--- src/rtl/packet_rr_arbiter_if.sv ---
// Signal bundle between the upstream packet FIFOs, the packet round-robin arbiter and the
// shared downstream consumer. The master view is the arbiter itself.
interface packet_rr_arbiter_if #(
    parameter int unsigned NUM_PORTS  = 4,
    parameter int unsigned DATA_WIDTH = 32
);
    localparam int unsigned PORT_W = $clog2(NUM_PORTS);

    logic [NUM_PORTS-1:0]            in_pkt_rdy;
    logic [NUM_PORTS-1:0]            in_data_vld;
    logic [NUM_PORTS*DATA_WIDTH-1:0] in_data;
    logic [NUM_PORTS-1:0]            in_ren;
    logic [DATA_WIDTH-1:0]           out_data;
    logic                            out_valid;
    logic                            out_ready;
    logic [PORT_W-1:0]               out_port;
    logic                            busy;
    logic                            err;

    modport master (
        input  in_pkt_rdy,
        input  in_data_vld,
        input  in_data,
        input  out_ready,
        output in_ren,
        output out_data,
        output out_valid,
        output out_port,
        output busy,
        output err
    );

    modport slave (
        output in_pkt_rdy,
        output in_data_vld,
        output in_data,
        output out_ready,
        input  in_ren,
        input  out_data,
        input  out_valid,
        input  out_port,
        input  busy,
        input  err
    );
endinterface

--- src/rtl/packet_rr_arbiter.sv ---
// Packet-level round-robin arbiter: drains fwft packet FIFOs (word MSB = eop) into one stream,
// holding the grant for a whole packet and cutting packets that exceed MAX_PKT_LEN beats.
module packet_rr_arbiter #(
    parameter int unsigned NUM_PORTS   = 4,
    parameter int unsigned DATA_WIDTH  = 32,
    parameter int unsigned MAX_PKT_LEN = 256
) (
    input logic                 clk,
    input logic                 rst,
    packet_rr_arbiter_if.master bus
);
    localparam int unsigned PORT_W = $clog2(NUM_PORTS);
    localparam int unsigned CNT_W  = $clog2(MAX_PKT_LEN + 1);
    localparam logic [CNT_W-1:0]  LAST_BEAT = CNT_W'(MAX_PKT_LEN - 1);
    localparam logic [PORT_W-1:0] LAST_PORT = PORT_W'(NUM_PORTS - 1);

    typedef enum logic [0:0] {StIdle, StBusy} state_e;

    state_e                state_q, state_d;
    logic [PORT_W-1:0]     grant_q, grant_d;
    logic [PORT_W-1:0]     last_grant_q, last_grant_d;
    logic [CNT_W-1:0]      beat_cnt_q, beat_cnt_d;
    logic [DATA_WIDTH-1:0] out_data_q, out_data_d;
    logic                  out_valid_q, out_valid_d;
    logic [PORT_W-1:0]     out_port_q, out_port_d;
    logic                  err_q, err_d;

    logic [PORT_W-1:0]     pick;
    logic                  pick_vld;
    int unsigned           cand;
    logic [DATA_WIDTH-1:0] head;
    logic                  head_vld;
    logic                  rd;
    logic                  eop;
    logic                  wd_hit;
    logic [NUM_PORTS-1:0]  ren;

    // Round-robin search starting just after the last served port.
    always_comb begin
        pick     = '0;
        pick_vld = 1'b0;
        cand     = 0;
        for (int unsigned k = 1; k <= NUM_PORTS; k++) begin
            cand = 32'(last_grant_q) + k;
            if (cand >= NUM_PORTS) begin
                cand = cand - NUM_PORTS;
            end
            if (!pick_vld && bus.in_pkt_rdy[cand[PORT_W-1:0]]) begin
                pick_vld = 1'b1;
                pick     = cand[PORT_W-1:0];
            end
        end
    end

    always_comb begin
        head     = '0;
        head_vld = 1'b0;
        for (int unsigned p = 0; p < NUM_PORTS; p++) begin
            if (grant_q == PORT_W'(p)) begin
                head     = bus.in_data[p*DATA_WIDTH +: DATA_WIDTH];
                head_vld = bus.in_data_vld[p];
            end
        end
    end

    // A read may only happen when the output register is free or being drained this cycle.
    assign rd     = (state_q == StBusy) && head_vld && (!out_valid_q || bus.out_ready);
    assign eop    = head[DATA_WIDTH-1];
    assign wd_hit = (beat_cnt_q == LAST_BEAT);

    always_comb begin
        ren = '0;
        for (int unsigned p = 0; p < NUM_PORTS; p++) begin
            ren[p] = rd && (grant_q == PORT_W'(p));
        end
    end

    always_comb begin
        state_d      = state_q;
        grant_d      = grant_q;
        last_grant_d = last_grant_q;
        beat_cnt_d   = beat_cnt_q;
        out_data_d   = out_data_q;
        out_valid_d  = out_valid_q;
        out_port_d   = out_port_q;
        err_d        = err_q;

        if (out_valid_q && bus.out_ready) begin
            out_valid_d = 1'b0;
        end

        case (state_q)
            StIdle: begin
                if (pick_vld) begin
                    grant_d = pick;
                    state_d = StBusy;
                end
            end
            StBusy: begin
                if (rd) begin
                    out_data_d                 = head;
                    out_data_d[DATA_WIDTH-1]   = eop | wd_hit;
                    out_valid_d                = 1'b1;
                    out_port_d                 = grant_q;
                    if (eop || wd_hit) begin
                        state_d      = StIdle;
                        last_grant_d = grant_q;
                        beat_cnt_d   = '0;
                        // Forced termination of an over-long packet is recorded until reset.
                        if (!eop) begin
                            err_d = 1'b1;
                        end
                    end else begin
                        beat_cnt_d = beat_cnt_q + CNT_W'(1);
                    end
                end
            end
            default: state_d = StIdle;
        endcase
    end

    always_ff @(posedge clk) begin
        if (rst) begin
            state_q      <= StIdle;
            grant_q      <= '0;
            last_grant_q <= LAST_PORT;
            beat_cnt_q   <= '0;
            out_data_q   <= '0;
            out_valid_q  <= 1'b0;
            out_port_q   <= '0;
            err_q        <= 1'b0;
        end else begin
            state_q      <= state_d;
            grant_q      <= grant_d;
            last_grant_q <= last_grant_d;
            beat_cnt_q   <= beat_cnt_d;
            out_data_q   <= out_data_d;
            out_valid_q  <= out_valid_d;
            out_port_q   <= out_port_d;
            err_q        <= err_d;
        end
    end

    assign bus.in_ren    = ren;
    assign bus.out_data  = out_data_q;
    assign bus.out_valid = out_valid_q;
    assign bus.out_port  = out_port_q;
    assign bus.busy      = (state_q == StBusy);
    assign bus.err       = err_q;

endmodule

--- src/flat_wrapper.sv ---
// flat-port wrapper written by rule: the top's interface ports become plain ports
module packet_rr_arbiter_flat 
#(
    parameter int unsigned NUM_PORTS   = 4,
    parameter int unsigned DATA_WIDTH  = 32,
    parameter int unsigned MAX_PKT_LEN = 256
)
  (clk, rst, bus_in_pkt_rdy, bus_in_data_vld, bus_in_data, bus_out_ready, bus_in_ren, bus_out_data, bus_out_valid, bus_out_port, bus_busy, bus_err);
  packet_rr_arbiter_if #(.NUM_PORTS(NUM_PORTS), .DATA_WIDTH(DATA_WIDTH)) bus_i ();
  input logic clk;
  input logic rst;
  input wire logic [$bits(bus_i.in_pkt_rdy)-1:0] bus_in_pkt_rdy;
  input wire logic [$bits(bus_i.in_data_vld)-1:0] bus_in_data_vld;
  input wire logic [$bits(bus_i.in_data)-1:0] bus_in_data;
  input wire logic [$bits(bus_i.out_ready)-1:0] bus_out_ready;
  output wire logic [$bits(bus_i.in_ren)-1:0] bus_in_ren;
  output wire logic [$bits(bus_i.out_data)-1:0] bus_out_data;
  output wire logic [$bits(bus_i.out_valid)-1:0] bus_out_valid;
  output wire logic [$bits(bus_i.out_port)-1:0] bus_out_port;
  output wire logic [$bits(bus_i.busy)-1:0] bus_busy;
  output wire logic [$bits(bus_i.err)-1:0] bus_err;
  assign bus_i.in_pkt_rdy = bus_in_pkt_rdy;
  assign bus_i.in_data_vld = bus_in_data_vld;
  assign bus_i.in_data = bus_in_data;
  assign bus_i.out_ready = bus_out_ready;
  assign bus_in_ren = bus_i.in_ren;
  assign bus_out_data = bus_i.out_data;
  assign bus_out_valid = bus_i.out_valid;
  assign bus_out_port = bus_i.out_port;
  assign bus_busy = bus_i.busy;
  assign bus_err = bus_i.err;
  packet_rr_arbiter #(.NUM_PORTS(NUM_PORTS), .DATA_WIDTH(DATA_WIDTH), .MAX_PKT_LEN(MAX_PKT_LEN)) u_core (.clk(clk), .rst(rst), .bus(bus_i));
endmodule
--- config.mk ---
export PLATFORM = sky130hd
export DESIGN_NAME = packet_rr_arbiter_flat
export DESIGN_NICKNAME = d
export VERILOG_FILES = /design/src/rtl/packet_rr_arbiter_if.sv /design/src/rtl/packet_rr_arbiter.sv /design/src/flat_wrapper.sv
export SDC_FILE = /design/constraint.sdc
export NUM_CORES = 1
export LEC_CHECK = 0
export BUFFER_PORTS_ARGS = -buffer_cell sky130_fd_sc_hd__buf_2
export CORE_MARGIN = 2
export CORE_UTILIZATION = 35
export DETAILED_ROUTE_END_ITERATION = 16
export PLACE_DENSITY = 0.67
export SLEW_MARGIN = 20
export SYNTH_ARGS = -nofsm -noshare
export SYNTH_HDL_FRONTEND = slang
export SYNTH_SLANG_ARGS = --single-unit
--- constraint.sdc ---
create_clock -name clk -period 4.2 [get_ports clk]
set_input_delay 0.21 -clock clk [delete_from_list [all_inputs] [get_ports clk]]
set_output_delay 0.21 -clock clk [all_outputs]
set_load 0.01 [all_outputs]
==> flow_summary.rst <==
.. list-table::
   :header-rows: 1

   * - Metric
     - Value
   * - Slew at the pin with the worst max-slew slack
     - 1.06 ns
   * - PnR worst setup slack
     - 1.22 ns
   * - Max Root-Sink Buffers
     - 2
   * - GRT overflow
     - 0
   * - Residual DRC
     - 0
   * - Cell count of the worst hold path
     - 3
   * - Drt via density
     - 5.49
   * - Gates resized, CTS repair
     - 0
   * - Worst endpoint required time
     - 4.33 ns
   * - Register area
     - 0.00100 mm^2
   * - Leak pwr
     - 1.69 nW
   * - Number of nets with antenna violations after routing
     - 0
   * - Part of the total power dissipated in sequential elements
     - 44.0%
   * - Cell family with the largest share of critical-path delay
     - simple AND/OR/NAND/NOR gates
   * - Worst hold path startpoint
     - bus_in_data[96]
   * - Max incr delay on CP
     - 0.91 ns
   * - Vertical die dimension
     - 96.6 um
   * - Worst-path maximum fanout
     - 45
   * - Share of layout cells above drive strength 1
     - 50.7%
   * - Kind of end point of the critical path
     - flip-flop
   * - Diode insertion count for antenna repair
     - 0
   * - Core outline area
     - 0.00826 mm^2
   * - Num CTS Buffers
     - 5
   * - Type of element launching the critical path
     - flip-flop
   * - Setup fix buffers added after clock tree synthesis
     - 0
   * - Part of the total power dissipated in combinational logic
     - 28.5%
   * - Syn avg cell area
     - 9.55 um^2
   * - Yosys warnings
     - 0
   * - Endpoint with the worst hold slack
     - u_core.bus.out_data[0]
   * - Fmax
     - 336 MHz
   * - Worst EP arrival
     - 3.11 ns
   * - PortBufs
     - 179
   * - Number of failing hold endpoints at the final stage
     - 0
   * - I/O pins
     - 180
   * - Cell count after synthesis
     - 314
   * - Worst path slowest cell
     - nor2_1
   * - Proportion of register bits with asynchronous set or reset after synthesis
     - 0%
   * - Number of enable flip-flop cells after synthesis
     - 0
   * - Slew HR
     - 29.1%
   * - Cell area after placement
     - 0.00389 mm^2
   * - Area grow syn2layout
     - 33.6%
   * - Area of the multi-input gates
     - 0.00181 mm^2
   * - Via count of the first global-routing pass
     - 3107
   * - Final Max Tran Viols
     - 0
   * - Worst path buffer plus inverter count
     - 0
   * - Flop and latch count out of synthesis
     - 50
   * - Number of placement rows
     - 33
   * - Tcrit/Tclk final
     - 70.9%
   * - Final critical delay including setup and external delays
     - 2.98 ns
   * - FILL cells
     - 817
   * - Chip Width
     - 96.6 um
   * - Hold Crit Class
     - in -> reg
   * - Top flip-flop cell by instance count after synthesis
     - dfxtp_1
   * - Clock transition at the register clock pins on the worst setup and hold paths after CTS
     - 0.09 ns
   * - GRT busiest layer
     - met2
   * - Internal Pwr Total
     - 0.869 mW
   * - Sequential share of the synthesized area
     - 33.4%
   * - Pre-Repair DR Iteration Count
     - 4
   * - Met1 layer usage reported by global route
     - 22.1%
   * - Clock tree from TritonCTS
     - done
   * - Most common cell after layout, fill and taps aside
     - buf_2
   * - Source-to-sink clock delay at the later pin of the worst-skew pair
     - 0.30 ns
   * - Library cell used as clock root buffer
     - clkbuf_8
   * - Slack of the worst reg-to-reg path
     - 1.22 ns
   * - Status
     - finished clean
   * - Placer Congestion
     - 0.773
   * - Global-route usage over all layers
     - 19.5%
   * - Power density cells
     - 310 mW/mm^2
   * - Cell area after synthesis
     - 0.00300 mm^2
   * - Effective utilization at floorplan
     - 36.3%
   * - Finished Core Util
     - 48.5%
   * - Startpoint-to-endpoint class of the critical path
     - reg -> reg
   * - Clock sink total
     - 50
   * - Reg2Reg Depth
     - 4
   * - Number of antenna violations at the first check in global routing
     - 0
   * - Pin count of the biggest net entering global routing
     - 47
   * - Critical R2R Launch
     - u_core.grant_q[1]
   * - H-tree levels
     - 2
   * - Final number of setup-violating endpoints
     - 0
   * - Average wire per standard cell
     - 16.0 um
   * - Switching power
     - 0.373 mW
   * - Hold-fix buffers at CTS
     - 0
   * - Number of distinct library cells after synthesis
     - 39
   * - First-iteration detailed-routing DRC count
     - 141
   * - Switching power as a share of total power
     - 30.0%
   * - Crit path cell chain
     - nand2_1 -> o22a_2 -> nor2_1 -> a2111oi_0
   * - Placed wire-length estimate
     - 6840 um
   * - Met3 demand-to-capacity share in global routing
     - 4.58%
   * - Routed WL
     - 9230 um
   * - Grt met2 use
     - 36.3%
   * - Largest clock skew in the final design
     - 0.00888 ns
   * - Synthesized netlist net count
     - 455
   * - First-pass GRT wire length
     - 14200 um
   * - Count of nets after finishing
     - 613
   * - Post-Layout Inst Area
     - 0.00401 mm^2
   * - Number of max-cap violations
     - 0
   * - Clock power share
     - 27.5%
   * - Commonest non-fill, non-tap cells in the layout
     - buf_2, dfxtp_1, a21oi_1
   * - Sum of negative setup slack
     - 0 ns
   * - Vias
     - 3174
   * - Endpoint of the worst-slack reg-to-reg timing path
     - u_core.bus.out_data[0]
   * - Placement Setup Slack
     - 1.15 ns
   * - RSZ-0062 raised after global routing
     - false
   * - Floorplan die area
     - 0.00932 mm^2
   * - Maximum vdd ir drop
     - 0.146 mV
[cell type report]
type                    instances  share of cell area [%]
clock inverters                 3                    1.12
flip-flops and latches         50                    25.1
multi-input cells             226                    45.1
well taps                     105                    3.28
clock buffers                   5                    1.72
repair buffers                183                    23.1
inverters                       6                   0.562
[synthesized netlist by cell type, types with 3 or more instances]
cell type	count	area [um^2]
a2111oi_2	9	135
o31ai_1	7	52.6
buf_6	4	45.0
nand2_1	6	22.5
mux4_2	22	495
mux2_2	10	113
nor2_1	18	67.6
nor2b_1	3	18.8
inv_1	6	22.5
dfxtp_1	50	1000
nand2b_1	6	37.5
and4_1	3	26.3
nand3_1	25	125
clkbuf_1	16	60.1
or4_1	6	45.0
or3_1	4	25.0
buf_2	9	45.0
a211oi_1	3	22.5
a21oi_1	47	235
o21ai_0	26	130
o22ai_1	10	62.6
[sequential cells by signal, indices dropped and copies added, names as in the netlist]
signal	cells
u_core.bus.out_port	2
u_core.bus.out_data	32
u_core.bus.err	1
u_core.bus.out_valid	1
u_core.beat_cnt_q	9
u_core.grant_q	2
u_core.bus.busy	1
u_core.last_grant_q	2
[worst max path at each step]
stage / from / to / slack, ns / cells after the start
5_1_grt: u_core.grant_q[1] / u_core.bus.out_data[0] / 0.97 / 4
3_5_place_dp: u_core.grant_q[1] / u_core.bus.out_data[0] / 1.15 / 4
4_1_cts: u_core.grant_q[1] / u_core.bus.out_data[0] / 1.15 / 4
6_report: u_core.grant_q[1] / u_core.bus.out_data[0] / 1.22 / 4
2_1_floorplan: u_core.grant_q[0] / bus_in_ren[0] / 2.44 / 7
3_3_place_gp: u_core.grant_q[1] / u_core.bus.out_data[0] / 1.29 / 4
[layer usage]
| layer | wire, um | part of all wire, % | up-vias |
|---|---|---|---|
| met3 | 753 | 8.2 | 10 |
| met4 | 114 | 1.2 | 0 |
| met2 | 4760 | 52 | 130 |
| met1 | 3600 | 39 | 1510 |
| met5 | 0 | 0 | - |
| li1 | - | - | 1524 |
[cells by family (layout without fill, tap and decap cells)]
kind of cell	count (synthesis)	count (layout)	share of synthesized area, %
buffers and inverters	38	197	6.39
adders and majority gates	2	2	0.835
DFF	50	50	33.4
and+or+nand+nor	78	78	13.6
muxes	34	34	21.0
AOI/OAI and AO/OA	112	112	24.8
[worst min-delay path: stages]
cell       delay [ns]
buf_2            0.10
nor2_1           0.09
a2111oi_0        0.06
[per-stage QoR]
| stage | total power [mW] | hold WS [ns] | instances |
|---|---|---|---|
| CTS | 1.26 | 0.198 | 578 |
| finish | 1.24 | 0.206 | 578 |
| global route | 1.31 | 0.206 | 578 |
| global placement | 0.906 | 0.457 | 570 |
| detailed placement | 0.914 | 0.465 | 570 |
| floorplan | 0.785 | 0.395 | 314 |
[power groups by stage]
| stage | sequential [mW] | combinational [mW] | clock [mW] |
|---|---|---|---|
| 6_report | 0.547 | 0.353 | 0.341 |
| 5_1_grt | 0.554 | 0.389 | 0.370 |
| 4_1_cts | 0.547 | 0.358 | 0.350 |
| 3_5_place_dp | 0.558 | 0.357 | 0 |
| 3_3_place_gp | 0.557 | 0.349 | 0 |
| 2_1_floorplan | 0.553 | 0.232 | 0 |
(Power assumes the default switching activity.)
